--- src/rtl/core_pkg.sv ---
// rtl/core_pkg.sv - shared op, funct3 and compare-flag encodings for the execute stage
package core_pkg;

  localparam logic [1:0] OP_NONE = 2'b00;
  localparam logic [1:0] OP_BR   = 2'b01;
  localparam logic [1:0] OP_JAL  = 2'b10;
  localparam logic [1:0] OP_JALR = 2'b11;

  localparam logic [2:0] F3_BEQ  = 3'b000;
  localparam logic [2:0] F3_BNE  = 3'b001;
  localparam logic [2:0] F3_BLT  = 3'b100;
  localparam logic [2:0] F3_BGE  = 3'b101;
  localparam logic [2:0] F3_BLTU = 3'b110;
  localparam logic [2:0] F3_BGEU = 3'b111;

  // Flags bus is ordered {V,C,N,Z}
  localparam int FLAG_V = 3;
  localparam int FLAG_C = 2;
  localparam int FLAG_N = 1;
  localparam int FLAG_Z = 0;

  typedef enum logic {ST_RUN, ST_REDIR} br_state_t;

endpackage

--- src/rtl/branch_flags.sv ---
// rtl/branch_flags.sv - combinational rs1 - rs2 subtractor producing {V,C,N,Z}
module branch_flags #(
  parameter int XLEN = 32
) (
  input  logic [XLEN-1:0] rs1,
  input  logic [XLEN-1:0] rs2,
  output logic [3:0]      flags
);
  import core_pkg::*;

  logic [XLEN:0] diff;

  always_comb begin
    // Carry out of rs1 + ~rs2 + 1 is set exactly when rs1 >= rs2 unsigned
    diff = {1'b0, rs1} + {1'b0, ~rs2} + {{XLEN{1'b0}}, 1'b1};
    flags = '0;
    flags[FLAG_Z] = (diff[XLEN-1:0] == '0);
    flags[FLAG_N] = diff[XLEN-1];
    flags[FLAG_C] = diff[XLEN];
    flags[FLAG_V] = (rs1[XLEN-1] ^ rs2[XLEN-1]) & (diff[XLEN-1] ^ rs1[XLEN-1]);
  end

endmodule

--- src/rtl/branch_resolve.sv ---
// rtl/branch_resolve.sv - two-stage branch/jump resolution with fetch redirect and squash
module branch_resolve #(
  parameter int XLEN = 32
) (
  input  logic            clk,
  input  logic            rst,
  input  logic            in_valid,
  output logic            in_ready,
  input  logic [1:0]      in_op,
  input  logic [2:0]      in_funct3,
  input  logic [XLEN-1:0] in_pc,
  input  logic [XLEN-1:0] in_rs1,
  input  logic [XLEN-1:0] in_rs2,
  input  logic [XLEN-1:0] in_imm,
  output logic            out_valid,
  input  logic            out_ready,
  output logic            out_taken,
  output logic [XLEN-1:0] out_link,
  output logic            redir_valid,
  input  logic            redir_ready,
  output logic [XLEN-1:0] redir_target
);
  import core_pkg::*;

  logic            e1_valid;
  logic [1:0]      e1_op;
  logic [2:0]      e1_f3;
  logic [3:0]      e1_flags;
  logic [XLEN-1:0] e1_target;
  logic [XLEN-1:0] e1_link;

  logic            e2_valid;
  logic [1:0]      e2_op;
  logic [2:0]      e2_f3;
  logic [3:0]      e2_flags;
  logic [XLEN-1:0] e2_target;
  logic [XLEN-1:0] e2_link;
  logic            e2_redirected;

  br_state_t       state;
  logic            alive;
  logic [XLEN-1:0] redir_hold;

  logic [3:0]      in_flags;
  logic [XLEN-1:0] in_target;
  logic            cond;
  logic            e2_taken;
  logic            raise;
  logic            retire;
  logic            e2_load;
  logic            e1_adv;
  logic            accept;

  branch_flags #(.XLEN(XLEN)) u_flags (
    .rs1   (in_rs1),
    .rs2   (in_rs2),
    .flags (in_flags)
  );

  always_comb begin
    if (in_op == OP_JALR)
      in_target = (in_rs1 + in_imm) & ~{{(XLEN-1){1'b0}}, 1'b1};
    else
      in_target = in_pc + in_imm;
  end

  always_comb begin
    case (e2_f3)
      F3_BEQ:  cond = e2_flags[FLAG_Z];
      F3_BNE:  cond = ~e2_flags[FLAG_Z];
      F3_BLT:  cond = e2_flags[FLAG_N] ^ e2_flags[FLAG_V];
      F3_BGE:  cond = ~(e2_flags[FLAG_N] ^ e2_flags[FLAG_V]);
      F3_BLTU: cond = ~e2_flags[FLAG_C];
      F3_BGEU: cond = e2_flags[FLAG_C];
      default: cond = 1'b0;
    endcase
  end

  assign e2_taken = ((e2_op == OP_BR) & cond) | (e2_op == OP_JAL) | (e2_op == OP_JALR);
  assign retire   = e2_valid & out_ready;
  // Redirect fires once per entry; the redirected bit covers a long out_ready stall
  assign raise    = (state == ST_RUN) & e2_valid & e2_taken & ~e2_redirected;
  assign e2_load  = ~e2_valid | retire;
  assign e1_adv   = e1_valid & e2_load;
  assign in_ready = alive & (state == ST_RUN) & ~raise & (~e1_valid | e1_adv);
  assign accept   = in_valid & in_ready;

  assign out_valid    = e2_valid;
  assign out_taken    = e2_valid & e2_taken;
  assign out_link     = e2_link;
  assign redir_valid  = raise | (state == ST_REDIR);
  assign redir_target = (state == ST_REDIR) ? redir_hold : e2_target;

  always_ff @(posedge clk) begin
    if (rst) begin
      alive         <= 1'b0;
      state         <= ST_RUN;
      redir_hold    <= '0;
      e1_valid      <= 1'b0;
      e1_op         <= OP_NONE;
      e1_f3         <= '0;
      e1_flags      <= '0;
      e1_target     <= '0;
      e1_link       <= '0;
      e2_valid      <= 1'b0;
      e2_op         <= OP_NONE;
      e2_f3         <= '0;
      e2_flags      <= '0;
      e2_target     <= '0;
      e2_link       <= '0;
      e2_redirected <= 1'b0;
    end else begin
      alive <= 1'b1;

      if (raise) begin
        e1_valid <= 1'b0;
      end else if (accept) begin
        e1_valid  <= 1'b1;
        e1_op     <= in_op;
        e1_f3     <= in_funct3;
        e1_flags  <= in_flags;
        e1_target <= in_target;
        e1_link   <= in_pc + {{(XLEN-3){1'b0}}, 3'd4};
      end else if (e1_adv) begin
        e1_valid <= 1'b0;
      end

      if (e2_load) begin
        e2_valid      <= e1_valid & ~raise;
        e2_op         <= e1_op;
        e2_f3         <= e1_f3;
        e2_flags      <= e1_flags;
        e2_target     <= e1_target;
        e2_link       <= e1_link;
        e2_redirected <= 1'b0;
      end else if (raise) begin
        e2_redirected <= 1'b1;
      end

      if (state == ST_RUN) begin
        if (raise & ~redir_ready) begin
          state      <= ST_REDIR;
          redir_hold <= e2_target;
        end
      end else if (redir_ready) begin
        state <= ST_RUN;
      end
    end
  end

endmodule

--- config.mk ---
export PLATFORM = sky130hd
export DESIGN_NAME = branch_resolve
export DESIGN_NICKNAME = d
export VERILOG_FILES = /design/src/rtl/core_pkg.sv /design/src/rtl/branch_flags.sv /design/src/rtl/branch_resolve.sv
export SDC_FILE = /design/constraint.sdc
export NUM_CORES = 1
export LEC_CHECK = 0
export ABC_AREA = 0
export BUFFER_PORTS_ARGS = -buffer_cell sky130_fd_sc_hd__buf_2
export CAP_MARGIN = 10
export CORE_MARGIN = 2
export CORE_UTILIZATION = 35
export CTS_BUF_LIST = sky130_fd_sc_hd__clkbuf_2 sky130_fd_sc_hd__clkbuf_4 sky130_fd_sc_hd__clkbuf_8
export CTS_CLUSTER_DIAMETER = 100
export DETAILED_ROUTE_END_ITERATION = 16
export SYNTH_ARGS = -nofsm -noshare
export SYNTH_HDL_FRONTEND = slang
export SYNTH_SLANG_ARGS = --single-unit
--- constraint.sdc ---
create_clock -name clk -period 3.4 [get_ports clk]
set_input_delay 0.51 -clock clk [delete_from_list [all_inputs] [get_ports clk]]
set_output_delay 0.51 -clock clk [all_outputs]
set_load 0.005 [all_outputs]
==> results of run 1 <==
placed cells by master (no fill, tap or decap), types with 10 or more instances in the layout:
cell type	synthesis	routed
clkbuf_8	0	18
nand2b_1	13	12
nor2_1	107	106
o211ai_1	12	12
nand2_1	330	330
xnor2_1	54	54
o21a_1	13	13
o21ai_0	71	71
a211oi_1	54	54
nand4_1	22	22
inv_1	71	71
buf_2	17	204
a21o_1	25	25
a21oi_1	229	229
nand3_1	36	36
o22ai_1	12	12
dfxtp_1	183	183
o21bai_1	12	12
mux2_2	33	33
and3_1	10	10
ha_1	94	94
nor3_1	27	27
buf_4	1	82
xor2_1	42	42
layout make-up:
type	instances	share of cell area (%)
multi-input cells	1341	55.8
flip-flops and latches	183	24.3
repair buffers	290	11.4
well taps	461	3.83
inverters	72	1.79
clock buffers	19	1.69
clock inverters	13	1.09
diodes	3	0.0499
where the power goes:
group	leakage [nW]	internal [mW]	total [mW]	switching [mW]
clock network	0.212	0.709	1.55	0.841
registers	1.49	2.24	2.31	0.0690
logic	4.66	0.728	1.73	1.00
total	6.37	3.68	5.59	1.91
how the worst max path moves through the flow:
stage	startpoint	endpoint	slack, ns	cells after the start
CTS	in_rs1[0]	e1_flags[0]	0.08	14
detailed placement	in_rs1[0]	e1_flags[0]	-0.41	14
floorplan	in_rs1[0]	e1_flags[0]	0.41	13
global route	in_rs1[0]	e1_flags[0]	0.03	14
global placement	in_rs1[0]	e1_flags[0]	-0.33	14
finish	in_rs1[0]	e1_flags[0]	0.27	14
kinds of logic (layout without fill, tap and decap cells):
logic type / count (synthesis) / count (layout) / share of synthesized area (%)
AO/OA/AOI/OAI: 517 / 517 / 26.1
XOR/XNOR: 96 / 96 / 6.64
adder cells (fa/ha/maj): 97 / 97 / 9.77
buffers and inverters: 155 / 394 / 4.85
flip-flops: 183 / 183 / 28.9
multiplexers: 35 / 35 / 3.09
other: 0 / 3 / 0
AND/OR/NAND/NOR: 596 / 596 / 20.6
timing repair:
item                                    CTS  global route
endpoints found under the setup margin    0             1
setup buffers                             0             0
resized for setup                         0             3
flip-flops by register name, indices dropped and copies added, names as in the netlist:
signal and count:
e1_flags 4, e1_target 32, e1_valid 1, redir_hold 32, out_valid 1, e2_target 32
e2_redirected 1, e1_op 2, alive 1, e1_link 32, e2_f3 3, e2_flags 4
e2_op 2, e1_f3 3, state 1, out_link 32
Yosys cell counts (7+ instances only):
library cell and count:
a211oi_1 54, a21o_1 25, a21oi_1 229, a31oi_1 9
and3_1 10, buf_1 7, buf_2 17, clkbuf_1 57
dfxtp_1 183, ha_1 94, inv_1 71, mux2_2 33
nand2_1 330, nand2b_1 13, nand3_1 36, nand4_1 22
nor2_1 107, nor2b_1 7, nor3_1 27, o211ai_1 12
o21a_1 13, o21ai_0 71, o21bai_1 12, o22ai_1 12
or2_2 7, or3_1 8, xnor2_1 54, xor2_1 42
worst max-delay path: cells and delay by family:
kind            cells  cell delay (ns)
simple gates        6             1.07
fa+ha+maj           2             0.71
compound gates      4             1.12
buf+inv             2             0.13
per-stage QoR:
step           setup slack (ns)  utilization, %  hold slack, ns  std cells  total power [mW]
3_3_place_gp             -0.334            41.1           0.438       2347              4.06
6_report                  0.271            42.3           0.266       2382              5.59
5_1_grt                  0.0290            42.3           0.244       2382              5.90
4_1_cts                  0.0757            42.3           0.247       2379              5.62
2_1_floorplan             0.413               -           0.432       1679              3.43
3_5_place_dp             -0.414            41.1           0.444       2347              4.07
metal layers:
metal	routed length, microns	global-route usage [%]	up-vias
met4	1350	8.33	0
met1	20000	30.2	5937
met3	2030	2.85	50
met2	18600	34.2	357
met5	0	0	-
li1	-	-	6431
==> flow_summary.json, run 1 <==
{
  "fp.dieW_microns": 194,
  "placed_area_sq_um": 14600,
  "area_growth_pct": 19.0,
  "totalNegativeSetupSlack_ns": 0,
  "max_freq_ghz": 0.320,
  "dieArea_sq_um": 37700,
  "fin_area_sq_um": 15100,
  "numCtsBuffers": 17,
  "yosys_register_bits": 183,
  "start_kind": "input pin",
  "rr_worst_depth": 10,
  "crit_arrival_ns": 3.55,
  "regToRegSetupSlack_ns": 0.56,
  "clock_latency_ns": 0.47,
  "rsz0062_at_grt": "no",
  "async_flop_share_pct": 0,
  "slowest_delay_ns": 0.50,
  "grt_usage_pct": 21.8,
  "clkTransAtPathRegs_ns": 0.10,
  "setup_violations": 0,
  "ys_top_cells_by_area": "dfxtp_1 29%, nand2_1 9.8%, ha_1 9.3%",
  "multiInputGateArea_sq_um": 8410,
  "cp-end-kind": "flip-flop",
  "hpwl_mm": 33.7,
  "hold_violations": 0,
  "hold_end": "state",
  "drv_cap": 0,
  "synth_cell_types": 87,
  "final_nets": 2140,
  "worstSetupPathType": "in -> reg",
  "holdCritPathClass": "in -> reg",
  "synth-main-ff-cell": "dfxtp_1",
  "power_density_nw_per_um2": 371,
  "vias": 12800,
  "drc_errors": 0,
  "htree_levels": 4,
  "status": "finished, final reports clean",
  "cts_hold_buf": 0,
  "die_y_microns": 194,
  "overflow": 0,
  "power_leakage_nw": 6.37,
  "r2r-end": "e1_target[5]",
  "peakVddDrop_uv": 194,
  "finalCriticalPeriod_ns": 3.13,
  "synth_area_sq_um": 12700,
  "io_buffers": 205,
  "grt_pass1_vias": 12000,
  "worstPathRequired_ns": 3.82,
  "register_area_sq_um": 3660,
  "synth_top_cell_by_area": "dfxtp_1",
  "min_from": "redir_ready",
  "r2r-start": "e2_flags[3]",
  "cp_max_fo": 2,
  "grt_start_max_net_pins": 167,
  "hold_depth": 2,
  "synth_fp_nets": 1914,
  "routed_via_density": 5.36,
  "top_level_ports": 206,
  "gp_congestion": 0.916,
  "cts_tree": "done",
  "dr.pass1.iters": 7,
  "rows": 69,
  "synth_edf_count": 0,
  "synthCells": 1679,
  "wirelength_mm": 42.1,
  "start_util_pct": 35.6,
  "worst_pin_slew_ns": 0.879,
  "ant_nets": 0,
  "cts.root.buffer_cell": "clkbuf_8",
  "fillers": 3785,
  "drt_iter0_markers": 936,
  "clock_tree.buffer_depth": 2,
  "worst_path_max_delay_cell": "fa_1",
  "max_slew_margin_pct": 41.4,
  "crit_top_cell": "nand4_1",
  "grt_pass1_wl_mm": 65.5,
  "synth.avg_cell_area_sq_um": 7.54,
  "yosys_warnings": 0,
  "synth-seq-area-share_pct": 28.9,
  "antenna_found_initial": 3,
  "cp_cell_sequence": "buf_2 -> inv_1 -> ha_1 -> fa_1 -> nand3b_1 -> a221o_1 -> a2111oi_1 -> nand4_1 -> a2111oi_1 -> nand4_1 -> nor4_2 -> nand4_1 -> nor4_2 -> a31o_1",
  "fin_crit_sh_pct": 92.0,
  "skew_ns": 0.0179,
  "netlist.area_leader.share_pct": 28.9,
  "wl_per_cell_microns": 17.7,
  "core_sq_um": 35600,
  "cts_sinks": 183,
  "slew_viol_final": 0,
  "drive_above_1_share_pct": 20.4
}
Note: power is estimated with default switching activity, not from simulation.
==> inputs of run 2 (changes only) <==
clock period = 3.08 ns   (was 3.4 ns; I/O delays follow)
==> run 2 against run 1 <==
Against the previous run:
- total power rose by 13%
- sequential share of layout area down 1.7 points
- routed wire length increased by 5.3%
- flip-flop and latch count unchanged
- worst setup slack worse by 0.091 ns
- non-clock buffer count up 151
- hold slack lost 0.059 ns
- largest cell class unchanged
==> flow_summary.json, run 2 (synthesized netlist as in run 1, its figures left out) <==
{
  "grt_pass1_wl_mm": 70.4,
  "fillers": 3691,
  "post-cts-setup-buffers": 0,
  "antenna_found_initial": 3,
  "cts.root.buffer_cell": "clkbuf_8",
  "fin_ws_ns": 0.180,
  "skew_ns": 0.0204,
  "power_leakage_nw": 7.08,
  "final_nets": 2291,
  "worstPathRequired_ns": 3.50,
  "clock_tree.buffer_depth": 2,
  "hpwl_mm": 35.8,
  "area_growth_pct": 27.8,
  "rr_worst_depth": 11,
  "totalNegativeSetupSlack_ns": 0,
  "wl_per_cell_microns": 17.5,
  "hold_violations": 0,
  "drc_errors": 0,
  "setup_violations": 0,
  "worstSetupPathType": "in -> reg",
  "worst_pin_slew_ns": 0.998,
  "final_common_cell": "nand2_1",
  "hold_depth": 2,
  "grt_pass1_vias": 13200,
  "power_density_nw_per_um2": 391,
  "cts_hold_buf": 0,
  "vias": 13300,
  "cp_top_family": "simple AND/OR/NAND/NOR gates",
  "place_ws_ns": -0.788,
  "max_slew_margin_pct": 33.5,
  "status": "finished, final reports clean",
  "r2r-end": "e1_target[4]",
  "grt_usage_pct": 23.3,
  "drv_cap": 0,
  "final_core_util_pct": 45.5,
  "peakVddDrop_uv": 256,
  "start_kind": "input pin",
  "start_util_pct": 35.6,
  "worst_path_max_delay_cell": "fa_1",
  "clock_latency_ns": 0.47,
  "critPathBufInv": 2,
  "dieArea_sq_um": 37700,
  "cts_sinks": 183,
  "htree_levels": 4,
  "fin_crit_sh_pct": 94.2,
  "layout_common_cells": "330 x nand2_1, 234 x buf_4, 228 x a21oi_1",
  "dr.pass1.iters": 7,
  "fin_total_pwr_mw": 6.32,
  "holdCritPathClass": "in -> reg",
  "routed_via_density": 5.24,
  "wirelength_mm": 44.3,
  "gp_congestion": 0.896,
  "fp.dieW_microns": 194,
  "slowest_delay_ns": 0.49,
  "cts_tree": "done",
  "io_buffers": 205,
  "rsz0062_at_grt": "no",
  "regToRegSetupSlack_ns": 0.27,
  "r2r-start": "e2_flags[1]",
  "ant_nets": 0,
  "max_freq_ghz": 0.345,
  "rows": 69,
  "numCtsBuffers": 17,
  "overflow": 0,
  "cp_cell_sequence": "buf_2 -> inv_1 -> ha_1 -> fa_1 -> nand3b_1 -> a221o_1 -> a2111oi_2 -> nand4_1 -> a2111oi_2 -> nand4_1 -> nor4_2 -> nand4_1 -> nor4_2 -> a31o_1",
  "grt_start_max_net_pins": 93,
  "hold_end": "state",
  "slew_viol_final": 0,
  "top_level_ports": 206,
  "core_sq_um": 35600,
  "crit_arrival_ns": 3.32,
  "crit_top_cell": "nand4_1",
  "drive_above_1_share_pct": 26.4,
  "drt_iter0_markers": 893,
  "cp_max_fo": 2,
  "die_y_microns": 194,
  "cp-end-kind": "flip-flop",
  "finalCriticalPeriod_ns": 2.90,
  "clkTransAtPathRegs_ns": 0.10,
  "min_from": "redir_ready"
}
-- run 2: cell types whose count changed in the layout (fill, tap and decap cells not counted), moves of 2 or more --
cell	change
clkinv_4	+2
inv_6	-3
a2111oi_2	+2
a2111oi_1	-2
clkinvlp_4	+2
buf_4	+152
bufinv_16	-2
-- run 2: routing by layer --
metal / up-vias / global-route usage (%) / wire length [microns]
met5: - / 0 / 0
met4: 0 / 9.93 / 1710
met3: 63 / 2.87 / 1980
met2: 315 / 37.7 / 19800
met1: 6178 / 31.2 / 20700
li1: 6718 / - / -
-- run 2: power breakdown --
group          switching (mW)  internal [mW]
clock                   0.966          0.639
sequential             0.0755           2.47
combinational            1.17          0.991
-- run 2: what timing repair did --
action | 4_1_cts | 5_1_grt
gates resized for setup | 4 | 3
pin swaps | 0 | 2
setup endpoints to repair | 1 | 2
-- run 2: through the flow --
step | hold slack [ns] | std cells | cell area, sq um
global route | 0.186 | 2533 | 16200
CTS | 0.180 | 2530 | 16200
floorplan | 0.432 | 1679 | 12700
detailed placement | 0.442 | 2498 | 15700
global placement | 0.437 | 2498 | 15700
finish | 0.207 | 2533 | 16200
-- run 2: worst max-delay path by stage --
stage               startpoint           to  slack [ns]  cells after the start
floorplan            in_rs1[0]  e1_flags[0]        0.14                     13
global placement     in_rs1[0]  e1_flags[0]       -0.63                     14
detailed placement   in_rs1[0]  e1_flags[0]       -0.79                     14
CTS                  in_rs1[0]  e1_flags[0]        0.02                     14
global route         in_rs1[0]  e1_flags[0]       0.009                     14
finish               in_rs1[0]  e1_flags[0]        0.18                     14
-- run 2: layout make-up --
class	count	area, sq um	share of cell area [%]
Tap cell	461	577	3.57
Antenna cell	3	7.51	0.0464
Timing Repair Buffer	441	2840	17.5
Clock inverter	13	133	0.820
Multi-Input combinational cell	1341	8420	52.1
Sequential cell	183	3660	22.7
Inverter	72	270	1.67
Clock buffer	19	262	1.62
-- run 2: worst reg2reg max path, stage by stage, from the launching register on --
cell and delay (ns):
dfxtp_1 0.34, xor2_1 0.21, a32o_1 0.27, o31a_1 0.33, o211ai_2 0.22, nand2b_2 0.18
nor2_1 0.21, nand2_1 0.08, buf_4 0.28, nor3_1 0.31, buf_4 0.18, nor3_1 0.05
==> inputs of run 3 (changes only) <==
CELL_PAD_IN_SITES_DETAIL_PLACEMENT = 0   (was not set)
CELL_PAD_IN_SITES_GLOBAL_PLACEMENT = 1   (was not set)
PLACE_DENSITY_LB_ADDON = 0.1   (was not set)
==> run 3 against run 2 <==
Against the previous run:
- critical path depth stayed put
- worst setup slack worse by 0.073 ns
- total power is 3.1% higher
- register-to-register slack better by 0.04 ns
- hold slack worse by 0.022 ns
- via count is 1.9% lower
- global-route usage is 0.45 points lower
- critical path type unchanged
- die area stayed put
- critical endpoint unchanged
- sequential share of layout area is 0.16 points lower
==> flow_summary.json, run 3 (synthesized netlist as in run 1, its figures left out) <==
{
  "grt_pass1_vias": 12500,
  "skew_ns": 0.0267,
  "regToRegSetupSlack_ns": 0.31,
  "fp.dieW_microns": 194,
  "fin_ws_ns": 0.107,
  "io_buffers": 205,
  "routed_via_density": 5.13,
  "crit_top_cell": "nand4_1",
  "dr.pass1.iters": 5,
  "finalCriticalPeriod_ns": 2.97,
  "core_sq_um": 35600,
  "clock_tree.buffer_depth": 2,
  "cp-end-kind": "flip-flop",
  "r2r-end": "e1_target[0]",
  "wirelength_mm": 43.7,
  "worst_path_max_delay_cell": "fa_1",
  "drive_above_1_share_pct": 26.6,
  "grt_pass1_wl_mm": 68.7,
  "drc_errors": 0,
  "vias": 13000,
  "dieArea_sq_um": 37700,
  "cts_sinks": 183,
  "hpwl_mm": 35.3,
  "cts_tree": "done",
  "start_util_pct": 35.6,
  "overflow": 0,
  "place_ws_ns": -0.694,
  "rows": 69,
  "layout_common_cells": "330 x nand2_1, 243 x buf_4, 229 x a21oi_1",
  "post-cts-setup-buffers": 0,
  "rsz0062_at_grt": "no",
  "antenna_found_initial": 0,
  "clockPowerShare_pct": 27.6,
  "worst_pin_slew_ns": 0.937,
  "max_freq_ghz": 0.336,
  "setup_violations": 0,
  "min_from": "redir_ready",
  "clkTransAtPathRegs_ns": 0.12,
  "worstPathRequired_ns": 3.53,
  "cts_hold_buf": 0,
  "holdCritPathClass": "in -> reg",
  "crit_arrival_ns": 3.42,
  "internal-power_mw": 4.25,
  "final_nets": 2301,
  "power_leakage_nw": 7.16,
  "swShare_pct": 34.7,
  "status": "finished, final reports clean",
  "seqPwrFrac_pct": 39.1,
  "cp_max_fo": 2,
  "fillers": 3702,
  "worstSetupPathType": "in -> reg",
  "ant_nets": 0,
  "die_y_microns": 194,
  "power_density_nw_per_um2": 400,
  "slew_viol_final": 0,
  "cts.root.buffer_cell": "clkbuf_8",
  "grt_start_max_net_pins": 167,
  "grt_usage_pct": 22.8,
  "peakVddDrop_uv": 261,
  "power.switching_mw": 2.26,
  "area_growth_pct": 28.7,
  "slowest_delay_ns": 0.49,
  "hold_end": "state",
  "drv_cap": 0,
  "top_level_ports": 206,
  "start_kind": "input pin",
  "max_slew_margin_pct": 37.5,
  "wl_per_cell_microns": 17.2,
  "htree_levels": 4,
  "numCtsBuffers": 17,
  "drt_iter0_markers": 706,
  "rr_worst_depth": 10,
  "gp_congestion": 0.866,
  "cp_cell_sequence": "buf_2 -> inv_1 -> ha_1 -> fa_1 -> nand3b_1 -> a221o_1 -> a2111oi_2 -> nand4_1 -> a2111oi_1 -> nand4_1 -> nor4_2 -> nand4_1 -> nor4_2 -> a31o_1",
  "n_antenna_cell": 0,
  "hold_depth": 2,
  "final_core_util_pct": 45.8,
  "hold_violations": 0,
  "r2r-start": "e2_flags[3]",
  "pwr-share-comb_pct": 33.3,
  "final_common_cell": "nand2_1",
  "clock_latency_ns": 0.49,
  "fin_crit_sh_pct": 96.5
}
run 3: cell count changes in the layout (fill, tap and decap cells not counted), moves of 2 or more:
| cell | before | now |
|---|---|---|
| clkbuf_8 | 19 | 17 |
| buf_4 | 234 | 243 |
| bufinv_16 | 0 | 2 |
| diode_2 | 3 | 0 |
| clkinv_8 | 2 | 4 |
| clkinvlp_4 | 3 | 1 |
run 3: stage by stage:
stage	TNS [ns]	hold slack (ns)	total power, mW	area, sq um	instances
floorplan	0	0.432	3.79	12700	1679
global placement	-2.54	0.437	4.75	15800	2508
detailed placement	-2.84	0.442	4.76	15800	2508
CTS	0	0.155	6.58	16300	2540
global route	0	0.169	6.90	16300	2540
finish	0	0.185	6.51	16300	2540
run 3: worst max path at each step:
stage	startpoint	endpoint	slack, ns
after global placement	in_rs1[0]	e1_flags[0]	-0.67
after floorplan	in_rs1[0]	e1_flags[0]	0.14
after global routing	in_rs1[0]	e1_flags[0]	0.01
final	in_rs1[0]	e1_flags[0]	0.11
after CTS	in_rs1[0]	e1_flags[0]	0.005
after detailed placement	in_rs1[0]	e1_flags[0]	-0.69
run 3: repair_timing:
action                     4_1_cts  5_1_grt
hold endpoints to repair         0        0
resized for setup                2        2
cloned                           0        0
setup endpoints to repair        1        1
run 3: power by group through the flow:
stage,Sequential (mW),Combinational (mW),Clock [mW]
floorplan,2.57,1.22,0
global placement,2.60,2.15,0
detailed placement,2.60,2.16,0
CTS,2.55,2.17,1.86
global route,2.56,2.39,1.95
finish,2.55,2.17,1.80
run 3: layer usage:
layer	share of wire, %	vias to the layer above	track usage (%)	routed length [microns]
li1	-	6740	-	-
met1	48	6061	30.8	20800
met2	49	203	39.7	21400
met3	2.6	23	2.21	1140
met4	0.98	0	4.41	428
met5	0	-	0	0
run 3: layout make-up:
| class | count | area, sq um | area share [%] |
|---|---|---|---|
| clock buffers | 17 | 234 | 1.44 |
| clock inverters | 15 | 209 | 1.28 |
| inverters | 72 | 270 | 1.66 |
| multi-input cells | 1341 | 8410 | 51.6 |
| flip-flops and latches | 183 | 3660 | 22.5 |
| well taps | 461 | 577 | 3.54 |
| repair buffers | 451 | 2930 | 18.0 |
run 3: critical path, delay by kind of cell:
family          cells  cell delay [ns]
fa+ha+maj           2             0.70
compound gates      4             1.03
buf+inv             2             0.13
simple gates        6             1.11
